[src/rtl/sbox_share_scheduler_if.sv]
// rtl/sbox_share_scheduler_if.sv - requester, randomness and response bus of the shared S-box scheduler
interface sbox_share_scheduler_if #(
  parameter int NREQ = 4,
  parameter int IDW  = 2
);
  logic [NREQ-1:0]   req_valid;
  logic [NREQ-1:0]   req_ready;
  logic [8*NREQ-1:0] req_s0;
  logic [8*NREQ-1:0] req_s1;
  logic              rnd_valid;
  logic              rnd_ready;
  logic [7:0]        rnd_data;
  logic              rsp_valid;
  logic [IDW-1:0]    rsp_id;
  logic [7:0]        rsp_s0;
  logic [7:0]        rsp_s1;

  modport master (
    output req_valid, req_s0, req_s1, rnd_valid, rnd_data,
    input  req_ready, rnd_ready, rsp_valid, rsp_id, rsp_s0, rsp_s1
  );

  modport slave (
    input  req_valid, req_s0, req_s1, rnd_valid, rnd_data,
    output req_ready, rnd_ready, rsp_valid, rsp_id, rsp_s0, rsp_s1
  );
endinterface

[src/rtl/sbox_share_scheduler.sv]
// rtl/sbox_share_scheduler.sv - round-robin sharing of one pipelined masked S-box between NREQ requesters
module sbox_share_scheduler #(
  parameter int NREQ = 4,
  parameter int IDW  = 2,
  parameter int LAT  = 3
) (
  input  logic                clk,
  input  logic                rst_n,
  input  logic                issue_en,
  sbox_share_scheduler_if.slave bus,
  output logic [7:0]          X_s0,
  output logic [7:0]          X_s1,
  output logic [7:0]          Fresh,
  input  logic [7:0]          Y_s0,
  input  logic [7:0]          Y_s1,
  output logic                busy,
  output logic [IDW+1:0]      inflight
);

  logic [IDW-1:0]           rr_q, rr_d;
  logic [7:0]               x_s0_q, x_s0_d;
  logic [7:0]               x_s1_q, x_s1_d;
  logic [7:0]               fresh_q, fresh_d;
  logic [LAT:0]             tag_v_q, tag_v_d;
  logic [LAT:0][IDW-1:0]    tag_id_q, tag_id_d;

  logic [NREQ-1:0]          grant;
  logic                     found;
  logic [IDW-1:0]           win_id;
  logic [IDW:0]             sum;
  logic [IDW:0]             nxt_rr;
  logic [7:0]               sel_s0;
  logic [7:0]               sel_s1;
  logic [IDW+1:0]           cnt;

  // Rotating priority search starting at the rr pointer.
  always_comb begin
    grant  = '0;
    found  = 1'b0;
    win_id = '0;
    sum    = '0;
    if (issue_en && bus.rnd_valid) begin
      for (int k = 0; k < NREQ; k++) begin
        sum = {1'b0, rr_q} + (IDW+1)'(k);
        if (sum >= (IDW+1)'(NREQ)) begin
          sum = sum - (IDW+1)'(NREQ);
        end
        if (!found && bus.req_valid[sum[IDW-1:0]]) begin
          found                = 1'b1;
          grant[sum[IDW-1:0]]  = 1'b1;
          win_id               = sum[IDW-1:0];
        end
      end
    end
  end

  always_comb begin
    sel_s0 = '0;
    sel_s1 = '0;
    for (int i = 0; i < NREQ; i++) begin
      if (grant[i]) begin
        sel_s0 = bus.req_s0[8*i +: 8];
        sel_s1 = bus.req_s1[8*i +: 8];
      end
    end
    nxt_rr = {1'b0, win_id} + (IDW+1)'(1);
    if (nxt_rr >= (IDW+1)'(NREQ)) begin
      nxt_rr = '0;
    end
  end

  // Idle edges load zeros so stale shares never sit on the S-box inputs.
  always_comb begin
    rr_d        = found ? nxt_rr[IDW-1:0] : rr_q;
    x_s0_d      = found ? sel_s0 : 8'h00;
    x_s1_d      = found ? sel_s1 : 8'h00;
    fresh_d     = found ? bus.rnd_data : 8'h00;
    tag_v_d     = '0;
    tag_id_d    = '0;
    tag_v_d[0]  = found;
    tag_id_d[0] = found ? win_id : '0;
    for (int i = 1; i <= LAT; i++) begin
      tag_v_d[i]  = tag_v_q[i-1];
      tag_id_d[i] = tag_id_q[i-1];
    end
  end

  always_ff @(posedge clk or negedge rst_n) begin
    if (!rst_n) begin
      rr_q     <= '0;
      x_s0_q   <= '0;
      x_s1_q   <= '0;
      fresh_q  <= '0;
      tag_v_q  <= '0;
      tag_id_q <= '0;
    end else begin
      rr_q     <= rr_d;
      x_s0_q   <= x_s0_d;
      x_s1_q   <= x_s1_d;
      fresh_q  <= fresh_d;
      tag_v_q  <= tag_v_d;
      tag_id_q <= tag_id_d;
    end
  end

  always_comb begin
    cnt = '0;
    for (int i = 0; i <= LAT; i++) begin
      cnt = cnt + (IDW+2)'(tag_v_q[i]);
    end
  end

  assign bus.req_ready = grant;
  assign bus.rnd_ready = found;
  assign X_s0          = x_s0_q;
  assign X_s1          = x_s1_q;
  assign Fresh         = fresh_q;
  // Last tag stage lines up with the S-box output of the same operation.
  assign bus.rsp_valid = tag_v_q[LAT];
  assign bus.rsp_id    = tag_id_q[LAT];
  assign bus.rsp_s0    = tag_v_q[LAT] ? Y_s0 : 8'h00;
  assign bus.rsp_s1    = tag_v_q[LAT] ? Y_s1 : 8'h00;
  assign busy          = |tag_v_q;
  assign inflight      = cnt;

endmodule

[src/flat_wrapper.sv]
// flat-port wrapper written by rule: the top's interface ports become plain ports
module sbox_share_scheduler_flat 
#(
  parameter int NREQ = 4,
  parameter int IDW  = 2,
  parameter int LAT  = 3
)
  (clk, rst_n, issue_en, X_s0, X_s1, Fresh, Y_s0, Y_s1, busy, inflight, bus_req_valid, bus_req_s0, bus_req_s1, bus_rnd_valid, bus_rnd_data, bus_req_ready, bus_rnd_ready, bus_rsp_valid, bus_rsp_id, bus_rsp_s0, bus_rsp_s1);
  sbox_share_scheduler_if #(.NREQ(NREQ), .IDW(IDW)) bus_i ();
  input  logic clk;
  input  logic rst_n;
  input  logic issue_en;
  output logic [7:0] X_s0;
  output logic [7:0] X_s1;
  output logic [7:0] Fresh;
  input  logic [7:0] Y_s0;
  input  logic [7:0] Y_s1;
  output logic busy;
  output logic [IDW+1:0] inflight;
  input wire logic [$bits(bus_i.req_valid)-1:0] bus_req_valid;
  input wire logic [$bits(bus_i.req_s0)-1:0] bus_req_s0;
  input wire logic [$bits(bus_i.req_s1)-1:0] bus_req_s1;
  input wire logic [$bits(bus_i.rnd_valid)-1:0] bus_rnd_valid;
  input wire logic [$bits(bus_i.rnd_data)-1:0] bus_rnd_data;
  output wire logic [$bits(bus_i.req_ready)-1:0] bus_req_ready;
  output wire logic [$bits(bus_i.rnd_ready)-1:0] bus_rnd_ready;
  output wire logic [$bits(bus_i.rsp_valid)-1:0] bus_rsp_valid;
  output wire logic [$bits(bus_i.rsp_id)-1:0] bus_rsp_id;
  output wire logic [$bits(bus_i.rsp_s0)-1:0] bus_rsp_s0;
  output wire logic [$bits(bus_i.rsp_s1)-1:0] bus_rsp_s1;
  assign bus_i.req_valid = bus_req_valid;
  assign bus_i.req_s0 = bus_req_s0;
  assign bus_i.req_s1 = bus_req_s1;
  assign bus_i.rnd_valid = bus_rnd_valid;
  assign bus_i.rnd_data = bus_rnd_data;
  assign bus_req_ready = bus_i.req_ready;
  assign bus_rnd_ready = bus_i.rnd_ready;
  assign bus_rsp_valid = bus_i.rsp_valid;
  assign bus_rsp_id = bus_i.rsp_id;
  assign bus_rsp_s0 = bus_i.rsp_s0;
  assign bus_rsp_s1 = bus_i.rsp_s1;
  sbox_share_scheduler #(.NREQ(NREQ), .IDW(IDW), .LAT(LAT)) u_core (.clk(clk), .rst_n(rst_n), .issue_en(issue_en), .bus(bus_i), .X_s0(X_s0), .X_s1(X_s1), .Fresh(Fresh), .Y_s0(Y_s0), .Y_s1(Y_s1), .busy(busy), .inflight(inflight));
endmodule
[config.mk]
export PLATFORM = sky130hd
export DESIGN_NAME = sbox_share_scheduler_flat
export DESIGN_NICKNAME = d
export VERILOG_FILES = /design/src/rtl/sbox_share_scheduler_if.sv /design/src/rtl/sbox_share_scheduler.sv /design/src/flat_wrapper.sv
export SDC_FILE = /design/constraint.sdc
export NUM_CORES = 1
export LEC_CHECK = 0
export CORE_MARGIN = 4
export CORE_UTILIZATION = 39
export CTS_BUF_LIST = sky130_fd_sc_hd__clkbuf_4 sky130_fd_sc_hd__clkbuf_8
export DETAILED_ROUTE_END_ITERATION = 7
export PLACE_DENSITY_LB_ADDON = 0.25
export SETUP_SLACK_MARGIN = 0.5
export SLEW_MARGIN = 10
export SYNTH_ARGS = -nofsm -noshare
export SYNTH_HDL_FRONTEND = slang
export SYNTH_SLANG_ARGS = --single-unit
[constraint.sdc]
create_clock -name clk -period 4.4 [get_ports clk]
set_input_delay 0.66 -clock clk [delete_from_list [all_inputs] [get_ports clk]]
set_output_delay 0.66 -clock clk [all_outputs]
set_load 0.05 [all_outputs]
==> metrics <==
HP Class flip-flop to flip-flop; Mapped Nets around 380; Critical Path AT 3.03 ns; Die ar. 0.007740 sq mm; YS warnings 0; Die Height 87.98 um; CP Cell Sequence buf_4 -> inv_1 -> ha_1 -> or4b_4 -> a211oi_2 -> o311ai_2 -> o211ai_4 -> buf_4 -> buf_12; Final Wtd Congestion between 0.8 and 0.9; Ant. Diodes 0; net switching power 0.9359 mW; WHS 0.3509 ns; Crit path top cell by count buf_4; Max IR drop VDD 0.4296 mV; pwr dens just under 500 mW/mm^2; site row count 28; largest cells by area after synthesis dfrtp_1, and2_1, a311oi_1, ha_1, o21ai_0; Clk pin slew, worst setup/hold paths 0.08 ns; Synth-to-Final Area Change 66.10%; Routed Antenna Nets 0; critical path required time ~3.7 ns; CTS buffer count 5; GRT Resource Usage Total 21.45%; Crit-path slowest cell or4b_4; Slowest Stage Delay on Critical Path 0.56 ns; final hold viol count 0; H-tree Lvls 2; Post-synth ARST share 100.0%; initial DRC count 182; cells after synthesis 273; Post-synth EDFFs 0; worst-path fanout max 17; RR Endpoint u_core.X_s0[2]; Critical Path End bus_req_ready[1]; Final HPWL DP 6.484 mm; CTS tree done; Post-CTS Hold Fix Bufs 0; worst reg-to-reg path cell count 8; total grt overflow 0; status finished, final reports clean; Netlist cell types 53; Filler cells just under 500; largest net degree at the start of global routing 39; Setup Skew 0.007733 ns; Worst R2R Start u_core.rr_q[1]; vias in the first global route about 2600; Total Nets Final 520; Crit. Startpoint u_core.rr_q[1]; Worst Slack Setup Final 0.7075 ns; clk root buf clkbuf_8; Post-CTS Setup Bufs 0; largest area contributor in the netlist dfrtp_1; post-detailed-route DRC marker count 0; Mapped Area 0.002495 sq mm; mean number of vias per cell 5.482; Leakage 1.646 nW; slew margin rel. 44.34%; Comb power frac a little over 60%; Total Wirelength 8.530 mm; Port Buf Inserts 147; Tmin final 3.693 ns; dpl ws 0.7425 ns; Clock power frac 17.7%; antenna violations before repair 0; Seq cells post-synth 38; Least-Margin Pin Slew 0.8349 ns; setup violators final 0; max capacitance violation total 0; WL/cell between 15 and 20 um; CTS Sinks 38; switch share 46.38%; FMAX 0.2708 GHz; CTS max path bufs 2; CP Capture Type output pin; final period utilization 83.92%; worst hold stages 0; most used flip-flop cell after synthesis dfrtp_1; Die Span X 87.98 um; routed vias 2675; DR pass1 iterations 5; setup_tns 0 ns; first-pass GRT wire length 12.97 mm; RSZ-0062 raised after global routing false; Initial Utilization 41.16%; core area between 0.006 and 0.007 sq mm; syn_area_per_cell 9.139 sq um; Skew-Pair Late Insertion Delay 0.29 ns; post-CTS resize count 0; num ports 149; layout cell share with drive strength beyond 1 8.475%; Yosys top cell area share 38.11%; post-synthesis sequential area ratio 38.11%; CP Class flip-flop to output pin; R2R Setup Slk around 1.2 ns; CP startpoint kind flip-flop; Sequential Power Share 21.2%; Slew Viols, Final 0; internal cell power 1.082 mW
[flip-flops by register name, indices dropped and copies added, names as in the netlist]
signal,cells
u_core.bus.rsp_id,2
u_core.tag_id_d,6
u_core.Fresh,8
u_core.tag_v_q,4
u_core.rr_q,2
u_core.X_s0,8
u_core.X_s1,8
[cell usage after synthesis (all sizes together) (5+ instances only)]
master  instances
a311oi         16
nand3          18
a21oi           5
nand2          27
nor3           19
and2           26
dfrtp          38
ha             11
inv             8
nand2b          5
o21ai          24
buf            13
nor2           10
clkbuf          9
[metal layers]
metal,share of wire (%),vias up,global-route usage [%]
li1,-,1260,-
met1,38,1260,26.84
met2,50,135,37.60
met3,9.7,20,3.951
met4,1.9,0,6.276
met5,0,-,0
[layout make-up]
| cell class | count | area (sq um) | area share [%] |
|---|---|---|---|
| flip-flops and latches | 38 | 950.9 | 22.95 |
| well taps | 75 | 93.84 | 2.264 |
| clock buffers | 5 | 68.82 | 1.661 |
| repair buffers | 154 | 1534 | 37.02 |
| multi-input cells | 205 | 1398 | 33.73 |
| inverters | 8 | 30.03 | 0.7246 |
| clock inverters | 3 | 68.82 | 1.661 |
[worst min-delay path by stage]
stage / start / endpoint / slack, ns
2_1_floorplan: u_core.tag_id_d[6] / u_core.bus.rsp_id[0] / 0.33
3_3_place_gp: u_core.tag_id_d[5] / u_core.tag_id_d[7] / 0.33
3_5_place_dp: u_core.tag_id_d[7] / u_core.bus.rsp_id[1] / 0.34
4_1_cts: u_core.tag_id_d[7] / u_core.bus.rsp_id[1] / 0.35
5_1_grt: u_core.tag_id_d[6] / u_core.bus.rsp_id[0] / 0.37
6_report: u_core.tag_id_d[7] / u_core.bus.rsp_id[1] / 0.35
[cell usage in the layout, fill, tap and decap left out, types with 11 or more instances in the layout]
cell	instances
a311oi_1	16
and2_1	25
clkdlybuf4s50_1	142
dfrtp_1	38
ha_1	11
nand2_1	26
nand3_1	18
nor3_1	19
o21ai_0	20
[through the flow]
step	instance area, sq um	util (%)	total power, mW	cells
after detailed placement	4006	66.10	1.649	480
after global routing	4144	68.37	2.122	488
after floorplan	2495	-	1.282	273
after global placement	4006	66.10	1.632	480
after CTS	4144	68.37	2.012	488
final	4144	68.37	2.018	488
[cells by family (layout without fill, tap and decap cells)]
group	after synthesis	in the layout	share of synthesized area [%]
and+or+nand+nor	118	118	24.93
AOI/OAI and AO/OA	66	66	20.26
DFF	38	38	38.11
buffers and inverters	30	170	5.968
adders and majority gates	12	12	6.319
muxes	7	7	3.912
other	1	1	0.1503
xor gates and xnor gates	1	1	0.3511
[worst max-delay path: cells and delay by family, from the launching register on]
family,cells,cell delay [ns]
compound gates,3,0.63
flops,1,0.33
buf+inv,4,0.77
fa+ha+maj,1,0.43
simple gates,1,0.56
[power by group through the flow]
stage / clock [mW] / sequential [mW] / combinational, mW
final: 0.358 / 0.428 / 1.23
after global routing: 0.378 / 0.435 / 1.31
after CTS: 0.363 / 0.429 / 1.22
after detailed placement: 0 / 0.437 / 1.21
after global placement: 0 / 0.433 / 1.20
after floorplan: 0 / 0.562 / 0.719
No activity file was read; power rests on OpenSTA's default activity.
